$ cat src/rtl/dict_find.sv
// Dictionary search stage: copies a TIB token into a local buffer, then walks the
// newest-first link chain in 8-bit memory. It returns the opcode and pfa of a match, or a miss.
module dict_find #(
  parameter int          ASZ  = 17,
  parameter int          DSZ  = 8,
  parameter int          TMAX = 31,
  parameter logic [15:0] NIL  = 16'hffff
) (
  input  logic           clk,
  input  logic           rst,
  input  logic           start,
  input  logic [ASZ-1:0] tok_ai,
  input  logic [7:0]     tok_len,
  input  logic [ASZ-1:0] ctx,
  output logic           mem_we,
  output logic [ASZ-1:0] mem_ai,
  output logic [DSZ-1:0] mem_vi,
  input  logic [DSZ-1:0] mem_vo,
  output logic           busy,
  output logic           done,
  output logic           found,
  output logic [7:0]     op,
  output logic [ASZ-1:0] pfa
);

  localparam int IW = $clog2(TMAX + 1);

  typedef enum logic [2:0] {
    S_IDLE, S_LOAD, S_LNK0, S_LNK1, S_LEN, S_CMP, S_OPC, S_FIN
  } state_t;

  state_t         r_state;
  logic           r_ph;
  logic [7:0]     r_len;
  logic [ASZ-1:0] r_cur;
  logic [15:0]    r_nxt;
  logic [IW-1:0]  r_idx;
  logic [15:0]    r_guard;
  logic           r_busy;
  logic           r_done;
  logic           r_found;
  logic [7:0]     r_op;
  logic [ASZ-1:0] r_pfa;
  logic [ASZ-1:0] r_mem_ai;
  logic [DSZ-1:0] r_buf [TMAX];

  logic           w_last;
  logic           w_skip;
  logic           w_end;
  logic [ASZ-1:0] w_nxt_addr;

  assign mem_we = 1'b0;
  assign mem_vi = '0;
  assign mem_ai = r_mem_ai;
  assign busy   = r_busy;
  assign done   = r_done;
  assign found  = r_found;
  assign op     = r_op;
  assign pfa    = r_pfa;

  assign w_last     = (8'(r_idx) == r_len - 8'd1);
  assign w_end      = (r_nxt == NIL) || (r_guard == 16'hffff);
  assign w_nxt_addr = ASZ'(r_nxt);
  // Entry rejected on its length byte or on a character: move on down the chain.
  assign w_skip = r_ph && (((r_state == S_LEN) && (8'(mem_vo) != r_len)) ||
                           ((r_state == S_CMP) && (mem_vo != r_buf[r_idx])));

  // NOTE: the token buffer is plain storage whose contents are don't-care after
  // reset, so it has no reset and lives in its own block.
  always_ff @(posedge clk) begin
    if (r_state == S_LOAD && r_ph) r_buf[r_idx] <= mem_vo;
  end

  // NOTE: every register here uses <=, so all branches see the pre-edge values
  // and the trailing chain-advance override below wins cleanly.
  always_ff @(posedge clk) begin
    if (rst) begin
      r_state  <= S_IDLE;
      r_ph     <= 1'b0;
      r_len    <= '0;
      r_cur    <= '0;
      r_nxt    <= '0;
      r_idx    <= '0;
      r_guard  <= '0;
      r_busy   <= 1'b0;
      r_done   <= 1'b0;
      r_found  <= 1'b0;
      r_op     <= '0;
      r_pfa    <= '0;
      r_mem_ai <= '0;
    end else begin
      r_done <= 1'b0;
      case (r_state)
        S_IDLE: begin
          if (start) begin
            r_len   <= tok_len;
            r_cur   <= ctx;
            r_idx   <= '0;
            r_guard <= '0;
            r_ph    <= 1'b0;
            r_found <= 1'b0;
            r_busy  <= 1'b1;
            if (tok_len == 8'd0 || tok_len > 8'(TMAX) || ctx[15:0] == NIL) begin
              r_state <= S_FIN;
            end else begin
              r_mem_ai <= tok_ai;
              r_state  <= S_LOAD;
            end
          end
        end
        // Each read: phase 0 holds the address, phase 1 captures mem_vo and
        // presents the next address.
        S_LOAD: begin
          r_ph <= ~r_ph;
          if (r_ph) begin
            if (w_last) begin
              r_mem_ai <= r_cur;
              r_state  <= S_LNK0;
            end else begin
              r_idx    <= r_idx + 1'b1;
              r_mem_ai <= r_mem_ai + 1'b1;
            end
          end
        end
        S_LNK0: begin
          r_ph <= ~r_ph;
          if (r_ph) begin
            r_nxt[7:0] <= 8'(mem_vo);
            r_mem_ai   <= r_cur + ASZ'(1);
            r_state    <= S_LNK1;
          end
        end
        S_LNK1: begin
          r_ph <= ~r_ph;
          if (r_ph) begin
            r_nxt[15:8] <= 8'(mem_vo);
            r_mem_ai    <= r_cur + ASZ'(2);
            r_state     <= S_LEN;
          end
        end
        S_LEN: begin
          r_ph <= ~r_ph;
          if (r_ph) begin
            r_idx    <= '0;
            r_mem_ai <= r_mem_ai + 1'b1;
            r_state  <= S_CMP;
          end
        end
        S_CMP: begin
          r_ph <= ~r_ph;
          if (r_ph) begin
            r_mem_ai <= r_mem_ai + 1'b1;
            if (w_last) r_state <= S_OPC;
            else        r_idx   <= r_idx + 1'b1;
          end
        end
        S_OPC: begin
          r_ph <= ~r_ph;
          if (r_ph) begin
            r_op    <= 8'(mem_vo);
            r_pfa   <= r_mem_ai;
            r_found <= 1'b1;
            r_state <= S_FIN;
          end
        end
        S_FIN: begin
          r_done  <= 1'b1;
          r_busy  <= 1'b0;
          r_ph    <= 1'b0;
          r_state <= S_IDLE;
        end
        default: r_state <= S_IDLE;
      endcase

      if (w_skip) begin
        if (w_end) begin
          r_state <= S_FIN;
        end else begin
          r_cur    <= w_nxt_addr;
          r_mem_ai <= w_nxt_addr;
          r_guard  <= r_guard + 16'd1;
          r_state  <= S_LNK0;
        end
      end
    end
  end

endmodule

$ cat config.mk
export PLATFORM = sky130hd
export DESIGN_NAME = dict_find
export DESIGN_NICKNAME = d
export VERILOG_FILES = /design/src/rtl/dict_find.sv
export SDC_FILE = /design/constraint.sdc
export NUM_CORES = 1
export LEC_CHECK = 0
export CAP_MARGIN = 20
export CORE_MARGIN = 2
export CORE_UTILIZATION = 35
export DETAILED_ROUTE_END_ITERATION = 7
export GPL_TIMING_DRIVEN = 0
export MAX_ROUTING_LAYER = met4
export PLACE_DENSITY = 0.62
export REMOVE_ABC_BUFFERS = 1
export SLEW_MARGIN = 25
export SYNTH_ARGS = -nofsm -noshare
export SYNTH_HDL_FRONTEND = slang
export SYNTH_SLANG_ARGS = --single-unit
$ cat constraint.sdc
create_clock -name clk -period 6.9 [get_ports clk]
set_input_delay 1.38 -clock clk [delete_from_list [all_inputs] [get_ports clk]]
set_output_delay 1.38 -clock clk [all_outputs]
set_load 0.01 [all_outputs]
Yosys cells after proc, flatten, opt, wreduce, memory -nomap -nowiden. Memory sizes are Yosys's and may differ from the RTL's. A register that Yosys moved wholly into a read port is not among the register bits. Index checks and enable logic that the tools add are counted.

$add $sub $neg: 6. Multiply operators: 0. Div/mod/pow operators: 0. $lt $le $gt $ge: 1. Equality and inequality tests: 27. Shift-type cells: 0. Multiplexer cells: 47. Bitwise operators: 1. Reductions and logical operators: 24.

Operators by type and width (count): $mux W17 (13); $pmux W17 S5 (1); $mux W16 (4); $eq A16 B16 Y1 const B (3); $mux W3 (12); $add A17 B1 Y17 const B (2); $mux W5 (6); $ne A3 B3 Y1 const B (9); $pmux W3 S8 (1); $add A17 B2 Y17 const B (1); $add A16 B1 Y16 const B (1); $ne A8 B8 Y1 (2); $pmux W5 S3 (1); $eq A3 B3 Y1 const B (4); $reduce_and A2 Y1 (5); $reduce_and A9 Y1 (1); $eq A5 B8 Y1 (1); $gt A8 B5 Y1 const B (1); $logic_not A8 Y1 (1); $ne A2 B2 Y1 const B (4); $sub A8 B1 Y8 const B (1); $eq A3 B2 Y1 const B (2); $mux W1 (6); $reduce_or A6 Y1 (1); other kinds (14) (23).

Flip-flop bits (word level): 111. Bits in latches: 0. Memory bits (writable): 248. Memory bits (read-only): 0. Input bits: 53. Output and inout bits: 54. Memories: 1.

Memories: r_buf (depth 31, width 8, rd ports 1, clocked after Yosys merged registers in 1, wr ports 1, line 45) `logic [DSZ-1:0] r_buf [TMAX];`.

Depth between registers and ports, before layout. Gate-level depths: netlist of run 1.

Depth in word-level cells: 8. Mapped depth: 15. Gate-level depth less buffers: 11.

Worst setup path after synthesis of run 1. Ideal clock, no wire load.

Path type: input to register. Start point: in tok_len[1]. End point: reg r_mem_ai[13] (netlist: mem_ai[13]). Arrival time: 3.153 ns. Data required time: 6.809 ns. Slack: 3.656 ns. Stages: 7. Buffers on the path: 1. Path through: or4_1 > o21ai_0 > nor3_1 > o21ai_0 > clkbuf_1 > a22oi_1 > a311oi_1.

Cells in the longest elaborated chain, start to end: 8. Elaborated cells on any way between the ends: 9. Those cells by class: order compare (1); mux (5); reduce/logical (3).

RTL lines: from (decl) (line 13) `input logic [7:0] tok_len,`; $gt A8 B5 Y1 / $logic_not A8 Y1 (equally long branches) (line 103) `if (tok_len == 8'd0 || tok_len > 8'(TMAX) || ctx[15:0] == NIL) begin`; $logic_or A1 B1 Y1 * (2 in a row) (line 103); $mux W17 * (line 103); $mux W17 * (line 95) `if (start) begin`; $pmux W17 S5 * (line 93) `case (r_state)`; $mux W17 (line 176) `if (w_end) begin`; $mux W17 * (line 175) `if (w_skip) begin`; to (signal assigned) (line 106) `r_mem_ai <= tok_ai;`; to (signal assigned) (line 117) `r_mem_ai <= r_cur;`; to (signal assigned) (line 180) `r_mem_ai <= w_nxt_addr;`; to (decl) (line 44) `logic [ASZ-1:0] r_mem_ai;`.

Mark *: on every way between the ends. The rest lies on a longest branch, timed or not. A chain may end at the register's enable or synchronous reset.

==> results.sh, run 1 <==
export IMPL_layout_setup_ws_ps=2430
export IMPL_nets=1546
export IMPL_grt_max_degree=67
export IMPL_hold_violations=0
export IMPL_ys_warn_count=0
export IMPL_avgSynthCellArea_um2=11.8
export IMPL_finalCritPeriodShare_pct=64.8
export IMPL_finalSetupViolations=0
export IMPL_grt_pass1_vias=11500
export IMPL_tns_ps=0
export IMPL_ys_seq_area_share_pct=58.6
export IMPL_drv_slew=0
export IMPL_drtIter0Drc=1158
export IMPL_min_path_type="reg2reg"
export IMPL_rsz0062_at_grt="no"
export IMPL_port_buffers=97
export IMPL_vias=11800
export IMPL_first_pass_iters=5
export IMPL_clk_path_buf_depth=3
export IMPL_wl_um=45800
export IMPL_synth_edf_count=248
export IMPL_ys_ff_latch=364
export IMPL_powerDensity_mw_per_mm2=313
export IMPL_p_leak_uw=0.00624
export IMPL_seqPwrFrac_pct=43.3
export IMPL_chipHeight_um=222
export IMPL_cts_resized=0
export IMPL_mostFrequentLayoutCells="edfxtp_1 (248), nand2_1 (195), dfxtp_1 (111), nor2_1 (103), a21oi_1 (97)"
export IMPL_async_flop_share_pct=0
export IMPL_worstPathMaxFanout=38
export IMPL_syn_instance_count=1414
export IMPL_rows=79
export IMPL_comb_power_share_pct=18.9
export IMPL_synth_area_mm2=0.0167
export IMPL_via_per_inst=5.57
export IMPL_relSlewSlack_pct=30.0
export IMPL_total_power_uw=6180
export IMPL_post_cts_buffers=0
export IMPL_cts_tree="built"
export IMPL_clk_pin_slew_ps=60
export IMPL_status="finished, final reports clean"
export IMPL_cts_root_buf="clkbuf_16"
export IMPL_critPathLaunchType="flop"
export IMPL_grt_pass1_wl_um=69600
export IMPL_cts_sinks=364
export IMPL_intPower_uw=4350
export IMPL_grtUsageTotal_pct=18.8
export IMPL_antenna_found_initial=0
export IMPL_skew_ps=27.3
export IMPL_max_freq_mhz=224
export IMPL_worstPathArrival_ps=4940
export IMPL_dieArea_mm2=0.0494
export IMPL_routedWlPerCell_um=21.6
export IMPL_dp_hpwl_um=30700
export IMPL_synth_ff_type="edfxtp_1"
export IMPL_worst_pin_slew_ps=1050
export IMPL_fill_cells=4323
export IMPL_final_common_cell="edfxtp_1"
export IMPL_area_growth_pct=18.5
export IMPL_ys_types=78
export IMPL_drc_errors=0
export IMPL_ir_worst_vdd_mv=0.200
export IMPL_p_sw_uw=1830
export IMPL_numCtsBuffers=40
export IMPL_start_util_pct=35.7
export IMPL_power_share_switching_pct=29.6
export IMPL_fin_crit_ps=4470
export IMPL_synthTopCellsByArea="edfxtp_1 (45%), dfxtp_1 (14%), mux4_2 (5.8%), nand2_1 (4.4%), mux2i_1 (3.1%)"
export IMPL_yosys_area_top_type="edfxtp_1"
export IMPL_path_class="reg2reg"
export IMPL_clock_latency_ps=580
export IMPL_cp_end_kind="flop"
export IMPL_core_area_mm2=0.0468
export IMPL_grt_overflow=0
export IMPL_drive_gt1_share_pct=11.2
export IMPL_post_route_util_pct=42.2
export IMPL_pre_cts_ws_ps=2450
export IMPL_h_tree_depth=2
export IMPL_io_pins=107
export IMPL_synth_top_area_share_pct=44.7
export IMPL_gp_congestion=0.919
export IMPL_final_antenna_net_count=0
export IMPL_p_clk_share_pct=37.8
export IMPL_diodes=0
export IMPL_cap_violations=0
export IMPL_cp_required_ps=7370
export IMPL_die_x_um=222
export IMPL_postCtsHoldBufs=0
==> stage by stage <==
stage | instances | hold WS, ps | cell area (um^2)
detailed placement | 2049 | 448 | 18300
finish | 2122 | 452 | 19800
global route | 2122 | 474 | 19800
global placement | 2030 | 442 | 17900
CTS | 2122 | 457 | 19800
floorplan | 1326 | 444 | 16200
==> area by class of cell <==
type | count | area (um^2) | share of cell area [%]
Sequential cell | 364 | 9780 | 49.5
Multi-Input combinational cell | 948 | 6390 | 32.3
Timing Repair Buffer | 116 | 1350 | 6.84
Clock buffer | 51 | 1070 | 5.44
Tap cell | 607 | 759 | 3.85
Clock inverter | 22 | 345 | 1.75
Inverter | 14 | 52.6 | 0.266
==> critical path: stages (launching register included) <==
cell      delay (ps)
dfxtp_4          470
buf_16           270
buf_12           270
mux4_2           520
mux2i_1          260
a22oi_1          160
a21o_1           220
a211oi_1         250
nand4_1          430
o21ai_4          670
buf_16           240
buf_16           170
nor2_1           130
a311oi_1         270
==> state kept, by name, indices dropped and copies added (netlist names), named ones only <==
name,count
busy,1
r_state,3
pfa,17
r_len,8
r_ph,1
done,1
r_buf,248
mem_ai,17
found,1
r_idx,5
op,8
r_guard,16
r_cur,17
r_nxt,16
==> cells in the mapped netlist (10+ instances only) <==
master      n
mux4_2     43
dfxtp_1   116
nand2_1   196
or3_1      13
mux2i_1    51
a22oi_1    16
nor2_1    105
xor2_1     14
nand2b_1   22
a311oi_1   23
inv_1      13
edfxtp_1  248
a21o_1     14
o21ai_0    38
buf_4      17
and2_1     13
xnor2_1    24
and3_1     15
a221oi_1   10
nand3_1    46
a21oi_1    97
clkbuf_1   59
mux2_2     12
a211oi_1   12
nor3_1     18
nand4_1    23
==> worst paths after layout <==
check / to / slack (ps) / from / cells after the start
worst min register to register: op[6]$_SDFFE_PP0P_ / 450 / op[6]$_SDFFE_PP0P_ / 2
worst max-delay path: r_cur[5]$_SDFF_PP0_ / 2430 / flop / 13
worst max register to register: r_cur[5]$_SDFF_PP0_ / 2430 / flop / 13
worst min-delay path: op[6]$_SDFFE_PP0P_ / 450 / op[6]$_SDFFE_PP0P_ / 2
==> power by group through the flow <==
stage / sequential (uW) / clock, uW / combinational [uW]
3_5_place_dp: 2710 / 0 / 1160
2_1_floorplan: 2650 / 0 / 701
6_report: 2680 / 2330 / 1170
5_1_grt: 2700 / 2460 / 1270
3_3_place_gp: 2740 / 0 / 1090
4_1_cts: 2670 / 2380 / 1170
==> kinds of logic after synthesis <==
kind of cell	Yosys count	synth area share, %
multiplexers	106	9.68
buffers and inverters	110	3.39
flip-flops	364	58.6
AO/OA/AOI/OAI	292	11.8
other	1	0.0225
XOR/XNOR	38	2.00
AND/OR/NAND/NOR	494	13.9
adder cells (fa/ha/maj)	9	0.675
==> per-layer routing <==
layer  share of wire, %  wire, um  vias up  global-route usage, %
met5                  0         0        -                      -
met3                5.7      2620       65                   2.51
li1                   -         -     5469                      -
met4                2.2      1020        0                   5.58
met2                 48     22100      379                   30.6
met1                 44     20100     5916                   24.7
(Power assumes the default switching activity.)
==> run 2, diff against run 1 <==
==> constraint.sdc (replaced) <==
create_clock -name clk -period 4.6 [get_ports clk]
set_input_delay 0.92 -clock clk [delete_from_list [all_inputs] [get_ports clk]]
set_output_delay 0.92 -clock clk [all_outputs]
set_load 0.01 [all_outputs]
==> run 2 against run 1 <==
Net effect: via count down 0.13%; clock skew about the same; design area up 0.12%; register-to-register slack worse by 2000 ps; die area unchanged; global-route usage unchanged; critical path depth unchanged; utilization up 0.051 points; sequential share of layout area down 0.053 points; clock-buffer cell count unchanged; critical path type unchanged; largest cell class unchanged; highest routed layer unchanged.
==> results.sh, run 2 (same netlist as run 1, synthesis figures left out) <==
export IMPL_grt_max_degree=67
export IMPL_gp_congestion=0.919
export IMPL_seqPwrFrac_pct=43.3
export IMPL_hold_depth=2
export IMPL_r2r_end="mem_ai[8]$_SDFF_PP0_"
export IMPL_regToRegSetupSlack_ps=450
export IMPL_dieArea_mm2=0.0494
export IMPL_grt_pass1_wl_um=69600
export IMPL_final_antenna_net_count=0
export IMPL_p_sw_uw=2740
export IMPL_cts_sinks=364
export IMPL_die_x_um=222
export IMPL_routedWlPerCell_um=21.6
export IMPL_clock_latency_ps=580
export IMPL_clk_path_buf_depth=3
export IMPL_power_share_switching_pct=29.6
export IMPL_rsz0062_at_grt="no"
export IMPL_min_delay_worst_endpoint="op[6]$_SDFFE_PP0P_"
export IMPL_chipHeight_um=222
export IMPL_drv_slew=0
export IMPL_cp_required_ps=5070
export IMPL_max_freq_mhz=241
export IMPL_grtUsageTotal_pct=18.8
export IMPL_wl_um=45800
export IMPL_first_pass_iters=5
export IMPL_skew_ps=26.9
export IMPL_start_util_pct=35.7
export IMPL_fin_crit_ps=4150
export IMPL_p_clk_share_pct=37.7
export IMPL_drc_errors=0
export IMPL_clk_pin_slew_ps=60
export IMPL_cap_violations=0
export IMPL_rows=79
export IMPL_status="finished, final reports clean"
export IMPL_diodes=0
export IMPL_finalCritPeriodShare_pct=90.1
export IMPL_antenna_found_initial=0
export IMPL_comb_power_share_pct=19.0
export IMPL_ff_latch_area_mm2=0.00978
export IMPL_cp_end_kind="flop"
export IMPL_critPathLaunchType="flop"
export IMPL_io_pins=107
export IMPL_grt_pass1_vias=11500
export IMPL_p_leak_uw=0.00625
export IMPL_path_class="reg2reg"
export IMPL_regMostFlops="r_buf"
export IMPL_nets=1549
export IMPL_intPower_uw=6530
export IMPL_fill_cells=4321
export IMPL_worst_pin_slew_ps=1040
export IMPL_hold_violations=0
export IMPL_powerDensity_mw_per_mm2=469
export IMPL_multi_input_area_mm2=0.00639
export IMPL_min_from="op[6]$_SDFFE_PP0P_"
export IMPL_min_path_type="reg2reg"
export IMPL_drive_gt1_share_pct=11.5
export IMPL_grt_overflow=0
export IMPL_postCtsHoldBufs=0
export IMPL_largest_reg_flops=248
export IMPL_relSlewSlack_pct=30.5
export IMPL_worstPathMaxFanout=38
export IMPL_cts_root_buf="clkbuf_16"
export IMPL_vias=11800
export IMPL_mostFrequentLayoutCells="edfxtp_1 (248), nand2_1 (195), dfxtp_1 (110), nor2_1 (103), a21oi_1 (97)"
export IMPL_hold_slack_ps=452
export IMPL_dp_hpwl_um=30700
export IMPL_cts_tree="built"
export IMPL_drtIter0Drc=1178
export IMPL_worstPathArrival_ps=4620
export IMPL_rr_worst_depth=13
export IMPL_core_area_mm2=0.0468
export IMPL_area_growth_pct=18.6
export IMPL_final_common_cell="edfxtp_1"
export IMPL_tns_ps=0
export IMPL_finalSetupViolations=0
export IMPL_h_tree_depth=2
export IMPL_via_per_inst=5.56
export IMPL_port_buffers=97
export IMPL_ir_worst_vdd_mv=0.299
export IMPL_numCtsBuffers=40
[run 2: cell count changes in the layout (fill, tap and decap cells not counted), sizes merged]
cell  change
buf       +3
[run 2: layout make-up]
class	count	share of cell area, %
Timing Repair Buffer	119	6.94
Tap cell	607	3.84
Multi-Input combinational cell	948	32.3
Clock inverter	22	1.75
Clock buffer	51	5.43
Inverter	14	0.266
Sequential cell	364	49.5
[run 2: worst max path at each step]
stage,from,end,slack [ps],depth (start not counted)
detailed placement,flop,r_cur[5]$_SDFF_PP0_,150,13
global placement,flop,r_cur[15]$_SDFF_PP0_,-3570,9
floorplan,flop,mem_ai[3]$_SDFF_PP0_,-930,9
finish,flop,mem_ai[8]$_SDFF_PP0_,450,13
global route,flop,r_cur[7]$_SDFF_PP0_,210,13
CTS,flop,r_cur[5]$_SDFF_PP0_,100,13
[run 2: repair_timing]
item / in CTS / in global routing
setup endpoints to repair: 0 / 22
gates resized for setup: 0 / 1
buffers inserted: 0 / 3
[run 2: metrics by stage]
step / setup slack (ps) / cell area, um^2 / utilization, % / power [uW] / std cells
after detailed placement: 145 / 18300 / 39.2 / 5820 / 2049
after CTS: 101 / 19800 / 42.2 / 9320 / 2122
after floorplan: -931 / 16200 / - / 5030 / 1326
after global routing: 212 / 19800 / 42.3 / 9640 / 2125
final: 453 / 19800 / 42.3 / 9270 / 2125
after global placement: -3570 / 17900 / 38.3 / 5740 / 2030
[run 2: per-layer routing]
metal | routed length, um | up-vias | global-route usage [%]
met4 | 1060 | 0 | 5.58
met2 | 22100 | 389 | 30.6
met5 | 0 | - | -
met1 | 20100 | 5883 | 24.7
met3 | 2540 | 69 | 2.51
li1 | - | 5473 | -
[run 2: power by group through the flow]
stage | clock network (uW) | registers [uW] | logic (uW)
after global routing | 3690 | 4040 | 1910
after floorplan | 0 | 3980 | 1050
after global placement | 0 | 4110 | 1630
after CTS | 3570 | 4000 | 1760
final | 3500 | 4010 | 1760
after detailed placement | 0 | 4070 | 1740
[run 2: worst max-delay path, stage by stage, from the launching register on]
cell and delay (ps):
dfxtp_4 470, buf_16 270, buf_12 270, mux4_2 520, mux2i_1 260, a22oi_1 180, a21o_1 210, a211oi_1 240
nand4_1 410, o21ai_4 390, buf_16 200, buf_16 170, nor2_1 120, a311oi_1 270
